==> src/rtl/dither_pkg.sv <==
// dither_pkg: shared ingest state encoding and luma constants for the dithering pipeline
package dither_pkg;
  typedef enum logic [1:0] {ST_IDLE, ST_RECV, ST_WRITE, ST_DONE} ingest_state_e;
  localparam int LUMA_ACC_W = 16;
  localparam logic [7:0] LUMA_W_R = 8'd77;
  localparam logic [7:0] LUMA_W_G = 8'd150;
  localparam logic [7:0] LUMA_W_B = 8'd29;
  function automatic logic [7:0] luma_weight(input logic [1:0] chan);
    return chan == 2'd0 ? LUMA_W_R : chan == 2'd1 ? LUMA_W_G : LUMA_W_B;
  endfunction
endpackage

==> src/rtl/luma_accumulator.sv <==
// luma_accumulator: weighted R,G,B sum; luma is the high byte of the running sum including the current byte
module luma_accumulator
  import dither_pkg::*;
#(
  parameter int RGB_SIZE = 8
) (
  input  logic                clk,
  input  logic                rst_n,
  input  logic                clr,
  input  logic                accept,
  input  logic [1:0]          chan_cnt,
  input  logic [RGB_SIZE-1:0] byte_in,
  output logic [RGB_SIZE-1:0] luma
);
  logic [LUMA_ACC_W-1:0] acc_q, acc_d, acc_sum;
  always_comb begin
    acc_sum = acc_q + LUMA_ACC_W'(luma_weight(chan_cnt)) * LUMA_ACC_W'(byte_in);
    acc_d = clr ? '0 : !accept ? acc_q : chan_cnt == 2'd2 ? '0 : acc_sum;
  end
  assign luma = acc_sum[LUMA_ACC_W-1 -: RGB_SIZE];
  always_ff @(posedge clk) begin
    if (!rst_n) acc_q <= '0;
    else acc_q <= acc_d;
  end
endmodule

==> src/rtl/mcu_pixel_ingest.sv <==
// mcu_pixel_ingest: MCU byte stream to one-pixel-per-word SRAM writes in raster order.
// GRAYSCALE_CONV_EN: three bytes (R,G,B) per pixel reduced to 8-bit luma; otherwise one byte per pixel.
module mcu_pixel_ingest
  import dither_pkg::*;
#(
  parameter int IMAGEX           = 64,
  parameter int IMAGEY           = 64,
  parameter int IMAGE_SIZE       = IMAGEX * IMAGEY,
  parameter int IMAGE_ADDR_WIDTH = $clog2(IMAGE_SIZE),
  parameter int RGB_SIZE         = 8
) (
  input  logic                        clk,
  input  logic                        rst_n,
  input  logic                        start,
  input  logic                        mcu_valid,
  input  logic [RGB_SIZE-1:0]         mcu_data,
  output logic                        mcu_ready,
  output logic                        sram_wren,
  output logic [IMAGE_ADDR_WIDTH-1:0] sram_addr,
  output logic [RGB_SIZE-1:0]         sram_data,
  output logic                        busy,
  output logic                        frame_done
);
  ingest_state_e state_q, state_d;
  logic [IMAGE_ADDR_WIDTH-1:0] pix_idx_q, pix_idx_d;
  logic [RGB_SIZE-1:0] result_q, result_d, pix_val;
  logic accept, last_byte;
  assign accept = mcu_valid && state_q == ST_RECV;
`ifdef GRAYSCALE_CONV_EN
  logic [1:0] chan_cnt_q, chan_cnt_d;
  luma_accumulator #(.RGB_SIZE(RGB_SIZE)) u_acc (
    .clk      (clk),
    .rst_n    (rst_n),
    .clr      (state_q == ST_IDLE),
    .accept   (accept),
    .chan_cnt (chan_cnt_q),
    .byte_in  (mcu_data),
    .luma     (pix_val)
  );
  assign last_byte = chan_cnt_q == 2'd2;
  always_comb chan_cnt_d = state_q == ST_IDLE ? 2'd0 : !accept ? chan_cnt_q : last_byte ? 2'd0 : chan_cnt_q + 2'd1;
  always_ff @(posedge clk) begin
    if (!rst_n) chan_cnt_q <= 2'd0;
    else chan_cnt_q <= chan_cnt_d;
  end
`else
  assign last_byte = 1'b1;
  assign pix_val = mcu_data;
`endif
  always_comb begin
    state_d = state_q;
    pix_idx_d = pix_idx_q;
    result_d = result_q;
    case (state_q)
      ST_IDLE: begin
        pix_idx_d = '0;
        if (start) state_d = ST_RECV;
      end
      ST_RECV: begin
        if (accept && last_byte) begin
          result_d = pix_val;
          state_d = ST_WRITE;
        end
      end
      ST_WRITE: begin
        if (pix_idx_q == IMAGE_ADDR_WIDTH'(IMAGE_SIZE - 1)) state_d = ST_DONE;
        else begin
          pix_idx_d = pix_idx_q + IMAGE_ADDR_WIDTH'(1);
          state_d = ST_RECV;
        end
      end
      ST_DONE: begin
        pix_idx_d = '0;
        state_d = ST_IDLE;
      end
      default: state_d = ST_IDLE;
    endcase
  end
  always_ff @(posedge clk) begin
    if (!rst_n) begin
      state_q <= ST_IDLE;
      pix_idx_q <= '0;
      result_q <= '0;
    end else begin
      state_q <= state_d;
      pix_idx_q <= pix_idx_d;
      result_q <= result_d;
    end
  end
  assign mcu_ready = state_q == ST_RECV;
  assign sram_wren = state_q == ST_WRITE;
  assign sram_addr = pix_idx_q;
  assign sram_data = result_q;
  assign busy = state_q != ST_IDLE;
  assign frame_done = state_q == ST_DONE;
endmodule

==> config.mk <==
export PLATFORM = sky130hd
export DESIGN_NAME = mcu_pixel_ingest
export DESIGN_NICKNAME = d
export VERILOG_FILES = /design/src/rtl/dither_pkg.sv /design/src/rtl/luma_accumulator.sv /design/src/rtl/mcu_pixel_ingest.sv
export SDC_FILE = /design/constraint.sdc
export NUM_CORES = 1
export LEC_CHECK = 0
export CAP_MARGIN = 15
export CORE_MARGIN = 1
export CORE_UTILIZATION = 48
export CTS_CLUSTER_SIZE = 16
export DETAILED_ROUTE_END_ITERATION = 8
export MAX_ROUTING_LAYER = met4
export PLACE_DENSITY = 0.89
export SLEW_MARGIN = 20
export SYNTH_ARGS = -nofsm -noshare
export SYNTH_HDL_FRONTEND = slang
export SYNTH_SLANG_ARGS = --single-unit
==> constraint.sdc <==
create_clock -name clk -period 3.05 [get_ports clk]
set_clock_uncertainty 0.05 [all_clocks]
set_input_delay 0.61 -clock clk [delete_from_list [all_inputs] [get_ports clk]]
set_output_delay 0.61 -clock clk [all_outputs]
set_load 0.03 [all_outputs]
# --- Yosys cells after proc, flatten, opt, wreduce, memory -nomap -nowiden ---
# Index checks and enable logic that the tools add are counted.
classes:
  reduce_logical: 8
  n_eq_ne: 7
  mux: 6
  n_addsub: 1
op_table:
  columns: ["op", "count"]
  rows:
  - ["$pmux W12 S2", 1]
  - ["$add A12 B1 Y12 const B", 1]
  - ["$eq A12 B12 Y1 const B", 1]
  - ["$mux W12", 1]
  - ["$pmux W2 S4", 1]
  - ["$mux W2", 3]
  - ["$reduce_and A2 Y1", 3]
  - ["$eq A2 B2 Y1 const B", 2]
  - ["$ne A2 B2 Y1 const B", 2]
  - ["$reduce_bool A2 Y1", 2]
  - ["$eq A2 B1 Y1 const B", 1]
  - ["$logic_not A2 Y1", 1]
  - ["$ne A2 B1 Y1 const B", 1]
  - ["$reduce_or A2 Y1", 1]
  - ["$logic_and A1 B1 Y1", 1]
word_totals:
  register_bits: 22
  output_inout_bits: 24
  word_cells: 25
  input_bits: 12

# --- Depth between registers and ports, before layout ---
logic_depth:
  depth_word: 4
  depth_mapped: 7
  depth_no_buf: 6

# --- Worst setup path before layout ---
# No wires, ideal clock.
synth_path:
  kind: "register to register"
  startpoint: "register state_q[0]"
  endpoint: "register pix_idx_q[0], in the netlist sram_addr[0]"
  period_less_slack_ns: 2.033
  setup_ns: 0.121
  path_buffers: 1
  arrival_time_ns: 1.862
  slack_ns: 1.017
  path_stages_with_launch: 8
  t_required_ns: 2.879
  path_cell_list: "dfxtp_1 > inv_1 > ha_1 > nand2_1 > or4_4 > buf_6 > nand3_1 > o22ai_1"
synth_between:
  elab_cells_between_ends: 8
  classes_between: "eq/ne (3); mux (1); reduce/logical (4)"
synth_lines:
  columns: ["item", "line", "text"]
  rows:
  - ["start: declaration", "mcu_pixel_ingest.sv:24", "ingest_state_e state_q, state_d;"]
  - ["start signal: assignment", "mcu_pixel_ingest.sv:85", "state_q <= state_d;"]
  - ["$eq A2 B2 Y1 *", null, null]
  - ["named net sram_wren", "mcu_pixel_ingest.sv:18", "output logic sram_wren,"]
  - ["$ne A2 B2 Y1 (no source line) / $reduce_bool A2 Y1 (equally long branches)", null, null]
  - ["$reduce_and A2 Y1 (no source line)", null, null]
  - ["end signal: assignment", "mcu_pixel_ingest.sv:86", "pix_idx_q <= pix_idx_d;"]
  - ["end: declaration", "mcu_pixel_ingest.sv:25", "logic [IMAGE_ADDR_WIDTH-1:0] pix_idx_q, pix_idx_d;"]
# The timed path passes the listed nets; every way through them passes the cells marked *.
# A chain may end at the register's enable or synchronous reset.

# --- Worst setup path in the final report ---
layout_path:
  startpoint: "register state_q[1]"
  endpoint: "output port mcu_ready"
layout_between:
  elab_chain_cells: 1
layout_lines:
  columns: ["item", "line", "text"]
  rows:
  - ["$eq A2 B1 Y1", "mcu_pixel_ingest.sv:90", "assign mcu_ready = state_q == ST_RECV;"]
  - ["end: declaration", "mcu_pixel_ingest.sv:17", "output logic mcu_ready,"]
# No other way between the ends.

==> flow_metrics.tcl <==
set metrics [dict create \
    run_status "completed" \
    cts_setup_buffers 0 \
    synth_async_sr_flop_share_pct 0 \
    fillCellCount 191 \
    numCtsBuffers 3 \
    timing.setup.critical_path_class "reg -> out" \
    num_vias 1076 \
    post_drt_wl_per_cell_microns 12.7 \
    power_per_cell_area_nw_per_um2 535 \
    share_of_cells_above_drive_strength_1_pct 4.22 \
    irDropWorstVdd_mv 0.439 \
    finalHoldViolations 0 \
    final_min_period_over_clock_period_pct 83.6 \
    finalMaxSlewViolations 0 \
    static-leakage-power_nw 0.526 \
    design.die.area_sq_um 2530 \
    timing_worst_slew_pin_value_ps 806 \
    htreeDepth 1 \
    routed_wirelength_microns 2470 \
    drv_cap 0 \
    synth-edff-count 0 \
    global_route.overflow_total 0 \
    r2r_setup_slack_ps 1030 \
    worst_hold_path_type "reg -> reg" \
    ios 36 \
    gp_congestion 0.784 \
    clk_latency_ps 310 \
    critical_path_required_ps 2390 \
    final_util_pct 68.7 \
    grt_setup_unrepaired "false" \
    cts-resized-gates 0 \
    worstPathMaxFanout 11 \
    syn_inst 135 \
    floorplan.core_area_sq_um 2210 \
    ys.flop_type "sky130_fd_sc_hd__dfxtp_1" \
    final-seq-area_sq_um 440 \
    detail_route.drc_violations 0 \
    first_global_vias 1080 \
    mean_instance_size_in_the_synthesized_netlist_sq_um 8.29 \
    wl_met2_microns 1210 \
    final_sum_of_negative_setup_slack_ps 0 \
    cp_data_arrival_time_ps 1890 \
    netlist-cell-type-count 27 \
    area.growth.synth_to_final_pct 35.8 \
    cts.sink_count 22 \
    mappedNetlistArea_sq_um 1120 \
    insertedDiodeCount 0 \
    ys_seq_elements 22 \
    synth.net_count 153 \
    part_of_the_yosys_area_used_for_sequential_elements_pct 39.3 \
    finalNetCount 185 \
    initialDrtViolationCount 22 \
    detail_route.vias_per_cell 5.55 \
    final_antenna_net_count 0 \
    routedLengthMet1_microns 1090 \
    worst_hold_path_cells 2 \
    die_width_microns 50.3 \
    setup_viol_count_final 0 \
    worst_slew_margin_pct 46.1 \
    cts.path.max_buffers 2 \
    start_util_pct 50.6 \
    routed-wl-met3_microns 161 \
    clock_tree.root_cell "sky130_fd_sc_hd__clkbuf_4" \
    drtPass1Iterations 4 \
    grt_max_degree 28 \
    first_pass_grt_wire_length_microns 4440 \
    numPortBuffers 35 \
    reg2regPathDepth 6 \
    top_routing_layer_in_use "met4" \
    achievable-frequency_mhz 392 \
    multi_input_comb_area_sq_um 619 \
    grt_util_all_layers_pct 22.7 \
    type_of_destination_of_the_critical_path "output port" \
    post-route-min-period_ps 2550 \
    synthesis.yosys.warnings 0 \
    chipHeight_microns 50.3 \
    critPathLaunchType "flop" \
    detailedPlacementHpwl_microns 1770 \
    antenna_found_initial 0 \
    floorplan.rows 17 \
    cts_hold_buffers 0 \
    clock_tree_from_tritoncts "built" \
    clk_pin_slew_worst_paths_ps 120 \
]
power by group:
part	switching (W)	leakage (nW)	internal, W
Clock	0.0000911	0.0279	0.000133
Sequential	0.0000130	0.178	0.000305
Combinational	0.000168	0.320	0.000103
Total	0.000272	0.526	0.000541
layout by cell type, fill, tap and decap left out, types with 3 or more instances in the layout:
cell type,Yosys,layout
sky130_fd_sc_hd__o31a_1,3,3
sky130_fd_sc_hd__ha_1,6,6
sky130_fd_sc_hd__a21boi_0,11,11
sky130_fd_sc_hd__nand3_1,13,13
sky130_fd_sc_hd__inv_1,6,6
sky130_fd_sc_hd__o21ai_0,9,9
sky130_fd_sc_hd__nor4_1,3,3
sky130_fd_sc_hd__dfxtp_1,22,22
sky130_fd_sc_hd__clkbuf_4,0,3
sky130_fd_sc_hd__nand4_1,4,4
sky130_fd_sc_hd__o22ai_1,4,4
sky130_fd_sc_hd__nor3_1,5,5
sky130_fd_sc_hd__nand2_1,22,22
sky130_fd_sc_hd__clkdlybuf4s50_1,0,35
logic make-up after synthesis:
group / share of synthesized area, %
compound gates: 24.7
buf+inv: 5.36
flops: 39.3
simple gates: 23.9
fa+ha+maj: 6.70
layout make-up:
class	instances	share of cell area, %
inverter	6	1.48
tap	28	2.30
sequential	22	29.0
clock buffer	3	1.48
clock inverter	1	1.98
multi-input combinational	99	40.7
timing repair buffer	35	23.0
path summary, 6_finish.rpt:
kind	start	to
worst max-delay path	state_q[1]	mcu_ready
worst max register to register	state_q[0]	state_q[1]
worst min-delay path	sram_data[7]	sram_data[7]
worst min register to register	sram_data[7]	sram_data[7]
per-layer routing:
layer | vias to the layer above | global-route usage, %
met4 | 0 | 4.63
met1 | 482 | 25.8
met2 | 41 | 41.6
met5 | - | -
met3 | 2 | 3.64
li1 | 551 | -
cells in the mapped netlist (3+ instances only):
cell                        n  area share (%)
sky130_fd_sc_hd__a21boi_0  11             7.4
sky130_fd_sc_hd__clkbuf_1   7             2.3
sky130_fd_sc_hd__dfxtp_1   22              39
sky130_fd_sc_hd__ha_1       6             6.7
sky130_fd_sc_hd__inv_1      6             2.0
sky130_fd_sc_hd__nand2_1   22             7.4
sky130_fd_sc_hd__nand3_1   13             5.8
sky130_fd_sc_hd__nand4_1    4             2.2
sky130_fd_sc_hd__nor3_1     5             2.2
sky130_fd_sc_hd__nor4_1     3             1.7
sky130_fd_sc_hd__o21ai_0    9             4.0
sky130_fd_sc_hd__o22ai_1    4             2.2
sky130_fd_sc_hd__o31a_1     3             2.3
critical path, stage by stage, from the launching register on:
cell and delay, ps:
sky130_fd_sc_hd__dfxtp_1 360, sky130_fd_sc_hd__inv_1 130, sky130_fd_sc_hd__ha_1 360, sky130_fd_sc_hd__clkdlybuf4s50_1 730
per-stage QoR:
stage | total power, W | cells | hold slack [ps] | setup slack [ps] | instance area [sq um]
2_1_floorplan | 0.000509 | 135 | 429 | 1020 | 1120
3_3_place_gp | 0.000588 | 190 | 407 | 903 | 1470
3_5_place_dp | 0.000596 | 190 | 412 | 848 | 1470
4_1_cts | 0.000818 | 194 | 430 | 493 | 1520
5_1_grt | 0.000865 | 194 | 463 | 362 | 1520
6_report | 0.000813 | 194 | 425 | 501 | 1520
registers in the layout (all words and copies together) (netlist names):
signal	count
sram_addr	12
state_q	2
sram_data	8
No activity file was read; power rests on OpenSTA's default activity.
